===== src/rtl/hamming_rx_scheduler.sv =====
// Round-robin arbiter feeding one serial Hamming(7,4) decoder from two lanes.
// Shifts the granted codeword LSB-first, waits for the result or a timeout.
module hamming_rx_scheduler #(
    parameter int TIMEOUT = 15
) (
    input  logic       clk,
    input  logic       rst,
    input  logic [1:0] req,
    input  logic [6:0] cw0,
    input  logic [6:0] cw1,
    output logic [1:0] ack,
    output logic [1:0] rsp_valid,
    output logic [3:0] rsp_data,
    output logic       rsp_err,
    output logic       busy,
    output logic       dec_ena,
    output logic       dec_bit,
    output logic       dec_flush,
    input  logic       dec_valid,
    input  logic [3:0] dec_data
);

    typedef enum logic [2:0] {
        S_IDLE,
        S_SHIFT,
        S_DECODE,
        S_WAIT,
        S_RESP
    } state_e;

    localparam logic [7:0] TMAX = 8'(TIMEOUT - 1);

    state_e     state_q;
    logic [6:0] cw_q;
    logic [2:0] idx_q;
    logic [7:0] timer_q;
    logic       g_q;
    logic       last_q;
    logic [3:0] data_q;
    logic       err_q;
    logic [1:0] ack_q;
    logic [1:0] rsp_valid_q;
    logic       busy_q;
    logic       dec_ena_q;
    logic       dec_bit_q;

    logic       gnt_d;
    logic [6:0] cw_d;
    logic [2:0] idx_d;

    // Round-robin lane choice: contested requests go to the lane not served last.
    always_comb begin
        gnt_d = 1'b0;
        if (req == 2'b11) begin
            gnt_d = ~last_q;
        end else begin
            gnt_d = req[1];
        end
        cw_d  = gnt_d ? cw1 : cw0;
        idx_d = idx_q + 3'd1;
    end

    // Transaction sequencer; every output is a register set on the edge entering its state.
    always_ff @(posedge clk or posedge rst) begin
        if (rst) begin
            state_q     <= S_IDLE;
            cw_q        <= '0;
            idx_q       <= '0;
            timer_q     <= '0;
            g_q         <= 1'b0;
            last_q      <= 1'b1;
            data_q      <= '0;
            err_q       <= 1'b0;
            ack_q       <= '0;
            rsp_valid_q <= '0;
            busy_q      <= 1'b0;
            dec_ena_q   <= 1'b0;
            dec_bit_q   <= 1'b0;
        end else begin
            ack_q       <= '0;
            rsp_valid_q <= '0;
            unique case (state_q)
                S_IDLE: begin
                    if (|req) begin
                        cw_q      <= cw_d;
                        g_q       <= gnt_d;
                        last_q    <= gnt_d;
                        idx_q     <= '0;
                        ack_q     <= gnt_d ? 2'b10 : 2'b01;
                        busy_q    <= 1'b1;
                        dec_ena_q <= 1'b1;
                        dec_bit_q <= cw_d[0];
                        state_q   <= S_SHIFT;
                    end
                end
                S_SHIFT: begin
                    if (idx_q == 3'd6) begin
                        dec_bit_q <= 1'b0;
                        state_q   <= S_DECODE;
                    end else begin
                        idx_q     <= idx_d;
                        dec_bit_q <= cw_q[idx_d];
                    end
                end
                S_DECODE: begin
                    timer_q   <= '0;
                    dec_ena_q <= 1'b0;
                    dec_bit_q <= 1'b0;
                    state_q   <= S_WAIT;
                end
                S_WAIT: begin
                    if (dec_valid) begin
                        data_q      <= dec_data;
                        err_q       <= 1'b0;
                        rsp_valid_q <= g_q ? 2'b10 : 2'b01;
                        state_q     <= S_RESP;
                    end else if (timer_q == TMAX) begin
                        data_q      <= '0;
                        err_q       <= 1'b1;
                        rsp_valid_q <= g_q ? 2'b10 : 2'b01;
                        state_q     <= S_RESP;
                    end else begin
                        timer_q <= timer_q + 8'd1;
                    end
                end
                S_RESP: begin
                    data_q  <= '0;
                    err_q   <= 1'b0;
                    busy_q  <= 1'b0;
                    state_q <= S_IDLE;
                end
                default: begin
                    state_q <= S_IDLE;
                end
            endcase
        end
    end

    assign ack       = ack_q;
    assign rsp_valid = rsp_valid_q;
    assign rsp_data  = data_q;
    assign rsp_err   = err_q;
    assign dec_flush = err_q;
    assign busy      = busy_q;
    assign dec_ena   = dec_ena_q;
    assign dec_bit   = dec_bit_q;

endmodule


===== config.mk =====
export PLATFORM = sky130hd
export DESIGN_NAME = hamming_rx_scheduler
export DESIGN_NICKNAME = d
export VERILOG_FILES = /design/src/rtl/hamming_rx_scheduler.sv
export SDC_FILE = /design/constraint.sdc
export NUM_CORES = 1
export LEC_CHECK = 0
export ABC_CLOCK_PERIOD_IN_PS = 2400
export CAP_MARGIN = 40
export CORE_ASPECT_RATIO = 1.2
export CORE_MARGIN = 3
export CORE_UTILIZATION = 35
export DETAILED_ROUTE_END_ITERATION = 8
export GPL_TIMING_DRIVEN = 0
export PLACE_DENSITY_LB_ADDON = 0.15
export SLEW_MARGIN = 40
export SYNTH_ARGS = -nofsm -noshare
export SYNTH_HDL_FRONTEND = slang
export SYNTH_SLANG_ARGS = --single-unit

===== constraint.sdc =====
create_clock -name clk -period 2.4 [get_ports clk]
set_clock_uncertainty 0.05 [all_clocks]
set_input_delay 0.24 -clock clk [delete_from_list [all_inputs] [get_ports clk]]
set_output_delay 0.24 -clock clk [all_outputs]
set_load 0.01 [all_outputs]

# == Yosys cells after proc, flatten, opt, wreduce, memory -nomap -nowiden ==
# Index checks and enable logic that the tools add are counted.
# op_classes
add_sub_neg,2
magnitude_cmp,1
n_eq_ne,13
muxes,34
n_bitwise,1
n_reduce_logical,16
# op_table
operator,n
two-way mux 3 bit,6
two-way mux 8 bit,2
one-hot mux 8 bit (2 select lines),1
two-way mux 2 bit,7
one-hot mux 3 bit (4 select lines),1
"!= test 2 bit, second input constant",5
AND reduction 2 bit,5
nonzero test 2 bit,5
AND reduction 3 bit,3
"adder 8 x 1 -> 8 bit, second input constant",1
"equality test 8 x 4 -> 1 bit, second input constant",1
two-way mux 4 bit,2
one-hot mux 4 bit (2 select lines),1
two-way mux 1 bit,7
two-way mux 7 bit,1
"equality test 3 x 2 -> 1 bit, second input constant",2
"equality test 3 bit, second input constant",2
one-hot mux 1 bit (2 select lines),3
one-hot mux 3 bit (2 select lines),1
"< comparator 3 x 4 -> 1 bit, second input constant",1
"adder 3 x 1 -> 3 bit, second input constant",1
binary-select mux 1 bit (select 3 bit),1
"equality test 3 x 1 -> 1 bit, second input constant",1
zero test 3 bit,1
other kinds (6),6
# totals
ff_bits,35
inputBits,23
output_inout_bits,13
elab_cells,80

# == Longest topological paths before layout ==
# depth
ltp_word,5
mapped_depth,6
ltp_nobuf,6

# == Least setup slack after synthesis ==
# Ideal clock, no wire load.
# synth_timing
kind,reg2reg
startpoint,reg timer_q[0]
endpoint,reg timer_q[7]
setup_time_ns,0.077
arrival_time_ns,1.729
t_required_ns,2.273
path_slack_ns,0.543
stages_incl_launch_ff,7
path_buffers,0
synth_period_minus_slack_ns,1.857
cell_sequence,dfrtp_1 inv_1 ha_1 nor4bb_4 a221o_1 or4_1 a21oi_1
# synth_via
elab_chain_cells,4
word_cells_on_any_way,7
cone_classes,1 x add/sub; 2 x eq/ne; 3 x mux; 1 x reduce/logical
# synth_lines
item,line,source
"start, declared",36,logic [7:0] timer_q;
"start signal, assigned",123,timer_q <= timer_q + 8'd1;
adder 8 x 1 -> 8 bit,123,
two-way mux 8 bit,117,end else if (timer_q == TMAX) begin
two-way mux 8 bit,112,if (dec_valid) begin
one-hot mux 8 bit (2 select lines),82,unique case (state_q)
# Several ways; a longest one is shown, not always the timed one. The select of a mux whose other input is x is not followed.
# A chain may end at the register's enable or synchronous reset.

# == Worst setup path in the final report ==
# Ends and elaborated chain as after synthesis.

==> out/qor.csv <==
metric,value,unit
RSZ-0062 raised after global routing,false,
critical path class,flop to flop,
HP Class,input port to async pin,
"Seq/Total Area, Yosys",51.5,%
number of buffers added on ports,35,
largest net degree at the start of global routing,36,
Root Driver,clkbuf_8,
hold_ws,0.275,ns
maximum clock frequency,0.491,GHz
Met1 Wirelength,1570,um
Worst EP required,2.56,ns
Non-Filler Instances,263,
Post-synth EDFFs,0,
hold buffer count at cts,0,
vias per cell,5.20,
Met3 Routed Length,154,um
Final min period,2.04,ns
CTS sink count,35,
DR WL met2,1970,um
Max Used Layer,met4,
I/O pin count,36,
top_reg_cell synth,dfrtp_1,
Max Cap Violations,0,
initial antenna violation count,0,
overall global routing resource usage,14.4,%
Max-slew headroom,58.7,%
Max H-tree Level,2,
PostCTS Resize Cnt,0,
period utilisation layout,84.9,%
Final setup viols,0,
r2r startpoint,timer_q[0]$_DFFE_PP0P_,
Area growth syn-to-layout,32.7,%
syn_area_per_cell,10.5,um2
placed cells,255,
share of the synthesized area in the top cell type,50.0,%
FP Rows,27,
Initial Util,36.8,%
Placer Congestion,0.775,
Gate Count Post-Synth,162,
final worst slack,0.364,ns
PwrDens,1200,mW/mm2
VDD IR max,542,uV
internal reg-to-reg setup slack,0.36,ns
DRT Pass-1 Iters,4,
most frequent cells in the layout,"clkdlybuf4s50_1 (35), dfrtp_1 (34), nand2_1 (18), o21ai_1 (11), mux2i_1 (9)",
Final Hold Fails,0,
crit-path max cell delay,0.43,ns
vias in the first global route,1415,
largest area contributor in the netlist,dfrtp_1,
static leakage,1.01,nW
CP endpoint kind,flop,
crit-path cells,"inv_1, ha_1, nor4bb_4, a221o_1, or4_1, a21oi_1",
Die Wd,69.7,um
setup TNS,0,ns
status,"complete, no violations",
synth warn,0,
wire per inst,14.2,um
ys async rst share,100,%
Ant. Diodes,0,
"commonest non-fill, non-tap cell in the layout",clkdlybuf4s50_1,
Final ANT Viol Nets,0,
CP max-delay cell,dfrtp_1,
Buffers & Inverters on Critical Path,1,
Post-Syn Nets,189,
worst slack at placement,0.216,ns
Slew @ Worst Pin,0.619,ns
post-synthesis cell area,0.00170,mm2
die footprint,0.00574,mm2
FILL cells,410,
WL final,3740,um
worst-case clock buffer depth,2,
post-CTS setup buffer count,0,
Final HPWL DP,2760,um
#FFs+latches synth,35,
Vias,1368,
CTS Buf Count,5,
Synth cell types,43,
"delay-heaviest family, CP",simple AND/OR/NAND/NOR gates,
Core Area,0.00463,mm2
Crit Path Max Fanout,7,
"top cells by area, synth","dfrtp_1 (50%), mux2i_1 (5.3%), nand2_1 (4.0%), o21ai_1 (3.2%), ha_1 (2.9%)",
"CTS clk-pin slew, worst paths",0.07,ns
total power,2.72,mW
die height,82.4,um
GRT overflow,0,
first-pass GRT wire length,6520,um
Setup crit start,timer_q[0]$_DFFE_PP0P_,
Worst EP arrival,2.19,ns
Worst-Skew Late Latency,0.28,ns
fin nets,231,
CTS tree,built,
Startpoint Class,flop,
1st-iter DRT viols,77,
DRC viols,0,
layout cells sized above 1,7.80,%
max-slew violation count,0,
[power breakdown]
part           switching [mW]  internal [mW]  leakage, nW
clock                   0.208          0.415       0.0654
combinational           0.542          0.544        0.502
sequential              0.184          0.827        0.441
total                   0.934           1.79         1.01
[sequential cells by signal (all words and copies together), names as in the netlist]
| name | flops |
|---|---|
| g_q | 1 |
| ack | 2 |
| dec_ena | 1 |
| idx_q | 3 |
| dec_bit | 1 |
| last_q | 1 |
| timer_q | 8 |
| rsp_valid | 2 |
| rsp_data | 4 |
| dec_flush | 1 |
| state_q | 3 |
| cw_q | 7 |
| busy | 1 |
[cell usage after synthesis, types with 2 or more instances]
cell,instances
a21o_1,3
a21oi_1,7
a22o_1,4
a31oi_1,4
and3_1,4
clkbuf_1,4
dfrtp_1,34
ha_1,4
inv_1,6
mux2i_1,9
nand2_1,18
nand2b_1,4
nand3_1,5
nor2_1,8
nor2b_1,2
nor3_1,2
nor3b_1,2
o21ai_0,4
o21ai_1,11
o22ai_1,3
xor2_1,2
[worst register-to-register path: cells and delay by family (launching register included)]
family	cells	cell delay, ns
and+or+nand+nor	2	0.59
AOI/OAI and AO/OA	2	0.57
DFF	1	0.43
adders and majority gates	1	0.25
buffers and inverters	1	0.07
[worst paths after layout]
kind                                                to  cells after the start
worst max-delay path            timer_q[7]$_DFFE_PP0P_                      6
worst max register to register  timer_q[7]$_DFFE_PP0P_                      6
worst min register to register     cw_q[3]$_DFFE_PP0P_                      2
min in group clk                   cw_q[3]$_DFFE_PP0P_                      2
max in group asynchronous          cw_q[5]$_DFFE_PP0P_                      2
worst min-delay path               cw_q[2]$_DFFE_PP0P_                      2
[per-layer routing]
layer / vias up / GRT usage [%]
li1: 670 / -
met1: 661 / 16.6
met2: 31 / 26.2
met3: 6 / 3.75
met4: 0 / 5.36
met5: - / 0
[cell families (layout without fill, tap and decap cells)]
family	Yosys count	count (layout)	share of synthesized area (%)
fa+ha+maj	4	4	2.94
simple gates	53	53	17.3
mux	10	10	6.61
compound gates	45	45	17.2
buf+inv	12	55	2.94
flops	35	35	51.5
xor+xnor	3	3	1.54
[cell type report]
class | count | area, um2 | share of cell area [%]
sequential | 35 | 877 | 38.8
multi-input combinational | 115 | 776 | 34.3
timing repair buffer | 35 | 350 | 15.5
clock buffer | 6 | 72.6 | 3.21
tap | 58 | 72.6 | 3.21
clock inverter | 2 | 60.1 | 2.66
buffer | 6 | 27.5 | 1.22
inverter | 6 | 23.8 | 1.05
[metrics by stage]
step | util [%] | instance area (um2)
after floorplan | - | 1700
after global placement | 45.9 | 2130
after detailed placement | 45.9 | 2130
after CTS | 48.8 | 2260
after global routing | 48.8 | 2260
final | 48.8 | 2260
(Power assumes the default switching activity.)
